<file path="src/rtl/uart_read_pkg.sv">
// Shared types and constants for the UART-to-register read sequencer.
package uart_read_pkg;

    localparam int unsigned BYTE_W       = 8;
    localparam int unsigned WORD_BYTES   = 4;
    localparam logic [31:0] TIMEOUT_DATA = 32'hFFFF_FFFF;

    typedef enum logic [1:0] {
        StIdle  = 2'd0,
        StWait  = 2'd1,
        StWrite = 2'd2
    } state_e;

endpackage

</file>
<file path="src/rtl/uart_byte_fifo.sv">
// RX byte FIFO: one push per cycle, pop of 1 or WORD_BYTES entries per cycle,
// with a little-endian peek of the oldest WORD_BYTES entries.
module uart_byte_fifo
    import uart_read_pkg::*;
#(
    parameter int unsigned DEPTH = 8,
    localparam int unsigned PtrW = $clog2(DEPTH),
    localparam int unsigned CntW = PtrW + 1
) (
    input  logic                         clk,
    input  logic                         reset,
    input  logic                         push,
    input  logic [BYTE_W-1:0]            push_data,
    input  logic                         pop,
    input  logic                         pop_word,
    output logic                         full,
    output logic [CntW-1:0]              count,
    output logic [WORD_BYTES*BYTE_W-1:0] peek
);

    if (DEPTH < 4 || (DEPTH & (DEPTH - 1)) != 0) begin : g_bad_depth
        $error("uart_byte_fifo: DEPTH must be a power of 2 and at least 4");
    end

    logic [BYTE_W-1:0] mem [DEPTH];
    logic [PtrW-1:0]   wr_ptr_q;
    logic [PtrW-1:0]   rd_ptr_q;
    logic [CntW-1:0]   count_q;
    logic [CntW-1:0]   pop_n;
    logic              push_ok;

    assign full    = (count_q == CntW'(DEPTH));
    assign count   = count_q;
    assign push_ok = push && !full;
    assign pop_n   = pop ? (pop_word ? CntW'(WORD_BYTES) : CntW'(1)) : '0;

    always_ff @(posedge clk or negedge reset) begin
        if (!reset) begin
            wr_ptr_q <= '0;
            rd_ptr_q <= '0;
            count_q  <= '0;
        end else begin
            if (push_ok) begin
                wr_ptr_q <= wr_ptr_q + 1'b1;
            end
            // Power-of-2 depth: pointer arithmetic wraps naturally.
            rd_ptr_q <= rd_ptr_q + PtrW'(pop_n);
            count_q  <= count_q + CntW'(push_ok) - pop_n;
        end
    end

    always_ff @(posedge clk) begin
        if (push_ok) begin
            mem[wr_ptr_q] <= push_data;
        end
    end

    always_comb begin
        for (int i = 0; i < WORD_BYTES; i++) begin
            peek[i*BYTE_W +: BYTE_W] = mem[rd_ptr_q + PtrW'(i)];
        end
    end

endmodule

</file>
<file path="src/rtl/uart_read_sequencer.sv">
// Stalls the core on a UARTtoReg instruction until enough RX bytes are buffered,
// then writes the assembled value to the register file. Optional UART_READ_TIMEOUT_EN.
module uart_read_sequencer
    import uart_read_pkg::*;
#(
    parameter int unsigned FIFO_DEPTH     = 8,
    parameter int unsigned TIMEOUT_CYCLES = 1000000
) (
    input  logic        clk,
    input  logic        reset,
    input  logic        rx_valid,
    input  logic [7:0]  rx_data,
    output logic        rx_ready,
    input  logic        req,
    input  logic        req_word,
    input  logic [4:0]  req_rd,
    output logic        stall,
    output logic        wr_en,
    output logic [4:0]  wr_rd,
    output logic [31:0] wr_data,
    output logic        timeout
);

    localparam int unsigned CntW = $clog2(FIFO_DEPTH) + 1;

    if (TIMEOUT_CYCLES == 0) begin : g_bad_timeout
        $error("uart_read_sequencer: TIMEOUT_CYCLES must be nonzero");
    end

    state_e            state_q;
    logic              word_q;
    logic [4:0]        rd_q;
    logic              wr_en_q;
    logic [31:0]       wr_data_q;
    logic              fifo_full;
    logic [CntW-1:0]   fifo_count;
    logic [31:0]       fifo_peek;
    logic [CntW-1:0]   need;
    logic              push;
    logic              have_data;
    logic              tmo_hit;
    logic [31:0]       read_data;

    // Outputs are gated by reset so they read zero while reset is held.
    assign rx_ready  = reset && !fifo_full;
    assign push      = rx_valid && rx_ready;
    assign stall     = reset && (((state_q == StIdle) && req) || (state_q == StWait));
    assign need      = word_q ? CntW'(WORD_BYTES) : CntW'(1);
    assign have_data = (state_q == StWait) && (fifo_count >= need);
    assign read_data = word_q ? fifo_peek : {{(32 - BYTE_W){1'b0}}, fifo_peek[BYTE_W-1:0]};
    assign wr_en     = wr_en_q;
    assign wr_rd     = rd_q;
    assign wr_data   = wr_data_q;

    uart_byte_fifo #(
        .DEPTH (FIFO_DEPTH)
    ) u_fifo (
        .clk       (clk),
        .reset     (reset),
        .push      (push),
        .push_data (rx_data),
        .pop       (have_data),
        .pop_word  (word_q),
        .full      (fifo_full),
        .count     (fifo_count),
        .peek      (fifo_peek)
    );

`ifdef UART_READ_TIMEOUT_EN
    localparam int unsigned TmoW = $clog2(TIMEOUT_CYCLES) + 1;

    logic [TmoW-1:0] tmo_q;
    logic            timeout_q;

    // Arriving data wins over an expiring timer in the same cycle.
    assign tmo_hit = (state_q == StWait) && !have_data && (tmo_q == TmoW'(TIMEOUT_CYCLES - 1));
    assign timeout = timeout_q;

    always_ff @(posedge clk or negedge reset) begin
        if (!reset) begin
            tmo_q <= '0;
        end else if ((state_q == StWait) && !have_data && !tmo_hit) begin
            tmo_q <= tmo_q + 1'b1;
        end else begin
            tmo_q <= '0;
        end
    end
`else
    assign tmo_hit = 1'b0;
    assign timeout = 1'b0;
`endif

    always_ff @(posedge clk or negedge reset) begin
        if (!reset) begin
            state_q   <= StIdle;
            word_q    <= 1'b0;
            rd_q      <= '0;
            wr_en_q   <= 1'b0;
            wr_data_q <= '0;
`ifdef UART_READ_TIMEOUT_EN
            timeout_q <= 1'b0;
`endif
        end else begin
            wr_en_q <= 1'b0;
`ifdef UART_READ_TIMEOUT_EN
            timeout_q <= tmo_hit;
`endif
            unique case (state_q)
                StIdle: begin
                    if (req) begin
                        word_q  <= req_word;
                        rd_q    <= req_rd;
                        state_q <= StWait;
                    end
                end
                StWait: begin
                    if (have_data) begin
                        wr_data_q <= read_data;
                        wr_en_q   <= 1'b1;
                        state_q   <= StWrite;
                    end else if (tmo_hit) begin
                        wr_data_q <= TIMEOUT_DATA;
                        wr_en_q   <= 1'b1;
                        state_q   <= StWrite;
                    end
                end
                StWrite: begin
                    state_q <= StIdle;
                end
                default: begin
                    state_q <= StIdle;
                end
            endcase
        end
    end

endmodule

</file>
<file path="config.mk">
export PLATFORM = sky130hd
export DESIGN_NAME = uart_read_sequencer
export DESIGN_NICKNAME = d
export VERILOG_FILES = /design/src/rtl/uart_read_pkg.sv /design/src/rtl/uart_byte_fifo.sv /design/src/rtl/uart_read_sequencer.sv
export SDC_FILE = /design/constraint.sdc
export NUM_CORES = 1
export LEC_CHECK = 0
export BUFFER_PORTS_ARGS = -buffer_cell sky130_fd_sc_hd__buf_2
export CAP_MARGIN = 20
export CORE_MARGIN = 2
export CORE_UTILIZATION = 40
export CTS_BUF_LIST = sky130_fd_sc_hd__clkbuf_4 sky130_fd_sc_hd__clkbuf_8
export DETAILED_ROUTE_END_ITERATION = 7
export GPL_TIMING_DRIVEN = 0
export SYNTH_ARGS = -nofsm -noshare
export SYNTH_HDL_FRONTEND = slang
export SYNTH_SLANG_ARGS = --single-unit
</file>
<file path="constraint.sdc">
create_clock -name clk -period 4.43 [get_ports clk]
set_clock_uncertainty 0.05 [all_clocks]
set_input_delay 0.6645 -clock clk [delete_from_list [all_inputs] [get_ports clk]]
set_output_delay 0.6645 -clock clk [all_outputs]
set_load 0.01 [all_outputs]
</file>
# Word-level counts from Yosys, hierarchy flattened
# Memories as Yosys holds them, arrays and structs flattened.
# Index checks and enable logic that the tools add are counted.
# word_totals
word_cells,43
inputBits,18
reg_bits,51
ram_bits,64
output_inout_bits,41
n_memories,1
# op_classes
eq_ne,4
addsub,7
mux,10
reduce_logical,12
magnitude_cmp,1
# mem_list
name,words,width,rd,rd_ports_with_merged_regs,wr,line,rtl
u_fifo.mem,8,8,4,0,1,uart_byte_fifo.sv:25,logic [BYTE_W-1:0] mem [DEPTH];
# ops
op,n
$mux W32,1
$add A3 B1 Y3 const B,2
$add A3 B2 Y3 const B,2
$logic_and A1 B1 Y1,6
$reduce_and A2 Y1,3
$add A4 B1 Y4,1
$eq A4 B4 Y1 const B,1
$ge A4 B4 Y1,1
$mux W1,4
$mux W2,2
$mux W4,1
$pmux W2 S2,1
$sub A4 B4 Y4,1
$add A3 B3 Y3,1
$mux W3,1
$eq A2 B1 Y1 const B,1
$logic_not A2 Y1,1
$ne A2 B1 Y1 const B,1
$ne A2 B2 Y1 const B,1
$logic_not A1 Y1,1
$logic_or A1 B1 Y1,1

# Depth between registers and ports, before layout
# depth
depth_word,7
ltp_mapped,14
depth_no_buf,12

# Cells and area by module
# A second synthesis with hierarchy kept.
# unflattened
cells_unflattened,426
area_unflattened_um2,5910.7
# by_module_without_submodules
module,area_per_inst_um2,cells_each,n_inst
uart_byte_fifo,4113.9,271,1
uart_read_sequencer,1796.7,155,1

# Worst setup path after synthesis
# Ideal clock, no wire load.
# synth_timing
kind,reg-to-reg
from,register word_q
to,"register u_fifo.count_q[2], in the netlist u_fifo.count[2]"
t_arrival_ns,3.311
setup_time_ns,0.123
path_slack_ns,0.947
path_stages_with_launch,15
n_path_buf,2
path_cell_list,dfrtp_1 -> inv_1 -> buf_1 -> ha_1 -> or3b_1 -> a211o_1 -> nand2_1 -> buf_2 -> nor2_1 -> ha_1 -> inv_1 -> ha_1 -> inv_1 -> fa_1 -> xnor2_1
# synth_between
elab_chain_len,5
# synth_lines
element,line,rtl
from (decl),uart_read_sequencer.sv:31,logic word_q;
from (signal assigned),uart_read_sequencer.sv:111,word_q <= req_word;
$mux W3 *,"uart_byte_fifo.sv:35, uart_read_sequencer.sv:48",
$ge A4 B4 Y1,uart_read_sequencer.sv:49,assign have_data = (state_q == StWait) && (fifo_count >= need);
$logic_and A1 B1 Y1,uart_read_sequencer.sv:49,
$mux W4 *,uart_byte_fifo.sv:35,assign pop_n = pop ? (pop_word ? CntW'(WORD_BYTES) : CntW'(1)) : '0;
$sub A4 B4 Y4 *,uart_byte_fifo.sv:48,count_q <= count_q + CntW'(push_ok) - pop_n;
to (signal assigned),uart_byte_fifo.sv:48,
to (decl),uart_byte_fifo.sv:28,logic [CntW-1:0] count_q;
# Mark *: on every way between the ends. The rest lies on a longest branch, timed or not.
# A chain may end at the register's enable or synchronous reset.

# Worst setup path in the final report
# Ends and elaborated chain as after synthesis.

==> qor.yml <==
finish:
  final-instance-count-excl-fill: 697
  drive_gt1_frac: 0.369
  fillers: 1339
  synthToLayoutAreaGrowth_pct: 15.5
  nets: 528
  final_common_cell: "buf_2"
  final_cell_mix: "75 x buf_2, 64 x edfxtp_1, 51 x dfrtp_1"
  fin_util: 0.470
  diodes: 0
worst_setup_path:
  r2r_cells: 13
  critPathMaxStageDelay_ns: 0.51
  crit_arrival_ns: 4.18
  slowest_stage: "inv_1"
  critPathTopFamily: "adder cells"
  cp_cell_sequence: "inv_1 -> ha_1 -> or3b_1 -> a211o_1 -> nand2_1 -> buf_2 -> nor2_1 -> ha_1 -> inv_1 -> ha_1 -> inv_1 -> fa_1 -> xnor2_1"
  crit_cells: 13
  rr_endpoint: "u_fifo.count[2]"
  worst_ep_required_time_ns: 4.69
  critPathBufInv: 4
  worstSetupPathType: "reg -> reg"
  rr_startpoint: "word_q"
  regToRegSetupSlack_ns: 0.51
  worstSetupStartpointType: "flop"
  path_max_fanout: 16
  endpoint_kind: "flop"
die:
  io_pins: 59
  dieArea_mm2: 0.0164
  dieHeight_um: 128
  start_util: 0.407
  rows: 45
  fp.dieW_um: 128
  core_area_mm2: 0.0151
pwr:
  fin_total_pwr_mw: 5.69
  intPower_mw: 3.43
  pwr-share-seq: 0.278
  clkPwrFrac: 0.176
  p_leak_nw: 2.75
  power_frac_comb: 0.546
  power_density_mw_per_mm2: 800
  ir_worst_vdd_uv: 262
  swShare: 0.397
  netSwitchingPower_mw: 2.26
clock_tree:
  cts_htree_levels: 4
  cts.sinks: 115
  path_clk_slew_ns: 0.07
  numCtsBuffers: 17
  tritoncts: "yes"
  post_cts_buffers: 0
  ctsHoldBuffers: 0
  cts_root_buffer: "clkbuf_8"
  insertion_delay_ns: 0.43
  cts_buffer_depth: 2
  cts_resized: 0
drt:
  via_count: 4054
  via_per_inst: 5.82
  drt-total-wl_um: 15300
  dr.first_iter.drc_count: 275
  route.detailed.drc: 0
  wl_per_cell_um: 21.9
  ant_nets: 0
  drtPass1Iterations: 5
grt:
  gr-total-overflow: 0
  grt_max_degree: 42
  grt_first_pass_wirelength_um: 23800
  grt_pass1_vias: 4191
  grt.total_usage: 0.195
  antenna_found_initial: 0
sta:
  rsz0062_at_grt: "false"
  hold_violations: 0
  drv_slew: 0
  worst_slew_pin_slew_ns: 0.837
  max_slew_margin: 0.440
  finalSetupTns_ns: 0
  period_minus_slack_ns: 3.92
  fmax_mhz: 255
  setup_ws_ns: 0.512
  setup_viol: 0
  finalCritPeriodShare: 0.884
logic_synthesis:
  netlist_instances: 419
  synth_async_sr_flop_share: 0.443
  synth_cell_types: 47
  yosys_warnings: 0
  synth_flop_cell: "edfxtp_1"
  syn_area_mm2: 0.00616
  synth_top_cell_by_area: "edfxtp_1"
  syn-num-nets: 450
  synthTopCellsByArea: "edfxtp_1 31%, dfrtp_1 21%, mux4_2 17%, mux2_2 3.8%, ha_1 2.4%"
  synth_edf_count: 64
  ys_seq_area_frac: 0.519
  yosysTopAreaCellShare: 0.312
  synth.avg_cell_area_um2: 14.7
  ys_ff_latch: 115
placement:
  gp_congestion: 0.950
  portBuffers: 57
  dpl.hpwl_um: 11900
  post-place-ws_ns: 0.208
  place_inst: 667
run_status:
  outcome: "finished, final reports clean"
job:
  maxCapViolCount: 0
worst_hold_path:
  hp-class: "in -> async"
-- registers in the layout, indices dropped and copies added, names as in the netlist --
register / cells
u_fifo.mem: 64
wr_data: 32
wr_rd: 5
u_fifo.count: 4
u_fifo.rd_ptr_q: 3
u_fifo.wr_ptr_q: 3
state_q: 2
word_q: 1
wr_en: 1
-- cell usage after synthesis (2+ instances only) --
| master | n |
|---|---|
| buf_2 | 16 |
| nand2_1 | 17 |
| a31oi_1 | 5 |
| buf_4 | 6 |
| ha_1 | 12 |
| o211ai_1 | 3 |
| a211oi_1 | 14 |
| mux4_2 | 46 |
| edfxtp_1 | 64 |
| buf_1 | 2 |
| o31ai_1 | 3 |
| o41ai_2 | 4 |
| nor3_1 | 8 |
| xor2_1 | 2 |
| o21ai_0 | 23 |
| a21oi_1 | 6 |
| mux2i_1 | 14 |
| o2bb2ai_1 | 8 |
| inv_1 | 10 |
| mux2_2 | 21 |
| o41ai_1 | 9 |
| a21o_1 | 2 |
| clkbuf_1 | 5 |
| o22ai_1 | 13 |
| buf_6 | 3 |
| nor2b_1 | 13 |
| nand2b_1 | 5 |
| nor2_1 | 11 |
| dfrtp_1 | 51 |
| xnor2_1 | 5 |
| mux4_1 | 2 |
-- power groups by stage --
stage | Combinational (mW) | Clock (mW) | Sequential [mW]
after global placement | 3.06 | 0 | 1.59
after floorplan | 2.23 | 0 | 1.62
after global routing | 3.35 | 1.07 | 1.62
after detailed placement | 3.11 | 0 | 1.60
final | 3.11 | 1.00 | 1.59
after CTS | 3.12 | 1.03 | 1.59
-- metrics by stage --
| stage | cell area, um^2 | hold slack (ns) |
|---|---|---|
| floorplan | 6160 | 0.319 |
| global placement | 6680 | 0.421 |
| detailed placement | 6710 | 0.423 |
| CTS | 7120 | 0.0644 |
| global route | 7120 | 0.0911 |
| finish | 7120 | 0.0846 |
-- area by class of cell --
cell class,instances,area (um^2),area share
clock inverter,13,166,0.0234
sequential,115,3200,0.449
tap,188,235,0.0330
inverter,12,45.0,0.00633
timing repair buffer,60,315,0.0443
multi-input combinational,259,2720,0.382
buffer,32,196,0.0276
clock buffer,18,241,0.0339
-- layer usage --
| metal | global-route usage | up-vias | part of all wire | wire [um] |
|---|---|---|---|---|
| met3 | 0.0505 | 36 | 0.062 | 950 |
| met2 | 0.306 | 195 | 0.48 | 7270 |
| li1 | - | 1826 | - | - |
| met5 | 0 | - | 0 | 0 |
| met1 | 0.255 | 1997 | 0.44 | 6670 |
| met4 | 0.0879 | 0 | 0.025 | 374 |
-- cell families after synthesis --
group	Yosys count	synth area share
other cells	1	0.000608
buf+inv	45	0.0398
mux	84	0.240
fa+ha+maj	13	0.0276
compound gates	91	0.105
xor+xnor	9	0.0171
simple gates	61	0.0518
flops	115	0.519
-- worst max path at each step --
| stage | startpoint | endpoint | slack, ns |
|---|---|---|---|
| floorplan | word_q | u_fifo.count[2] | 0.95 |
| global placement | word_q | u_fifo.count[2] | 0.25 |
| detailed placement | word_q | u_fifo.count[2] | 0.21 |
| CTS | word_q | u_fifo.count[2] | 0.18 |
| global route | word_q | u_fifo.count[2] | 0.22 |
| finish | word_q | u_fifo.count[2] | 0.51 |
Note: power is estimated with default switching activity, not from simulation.
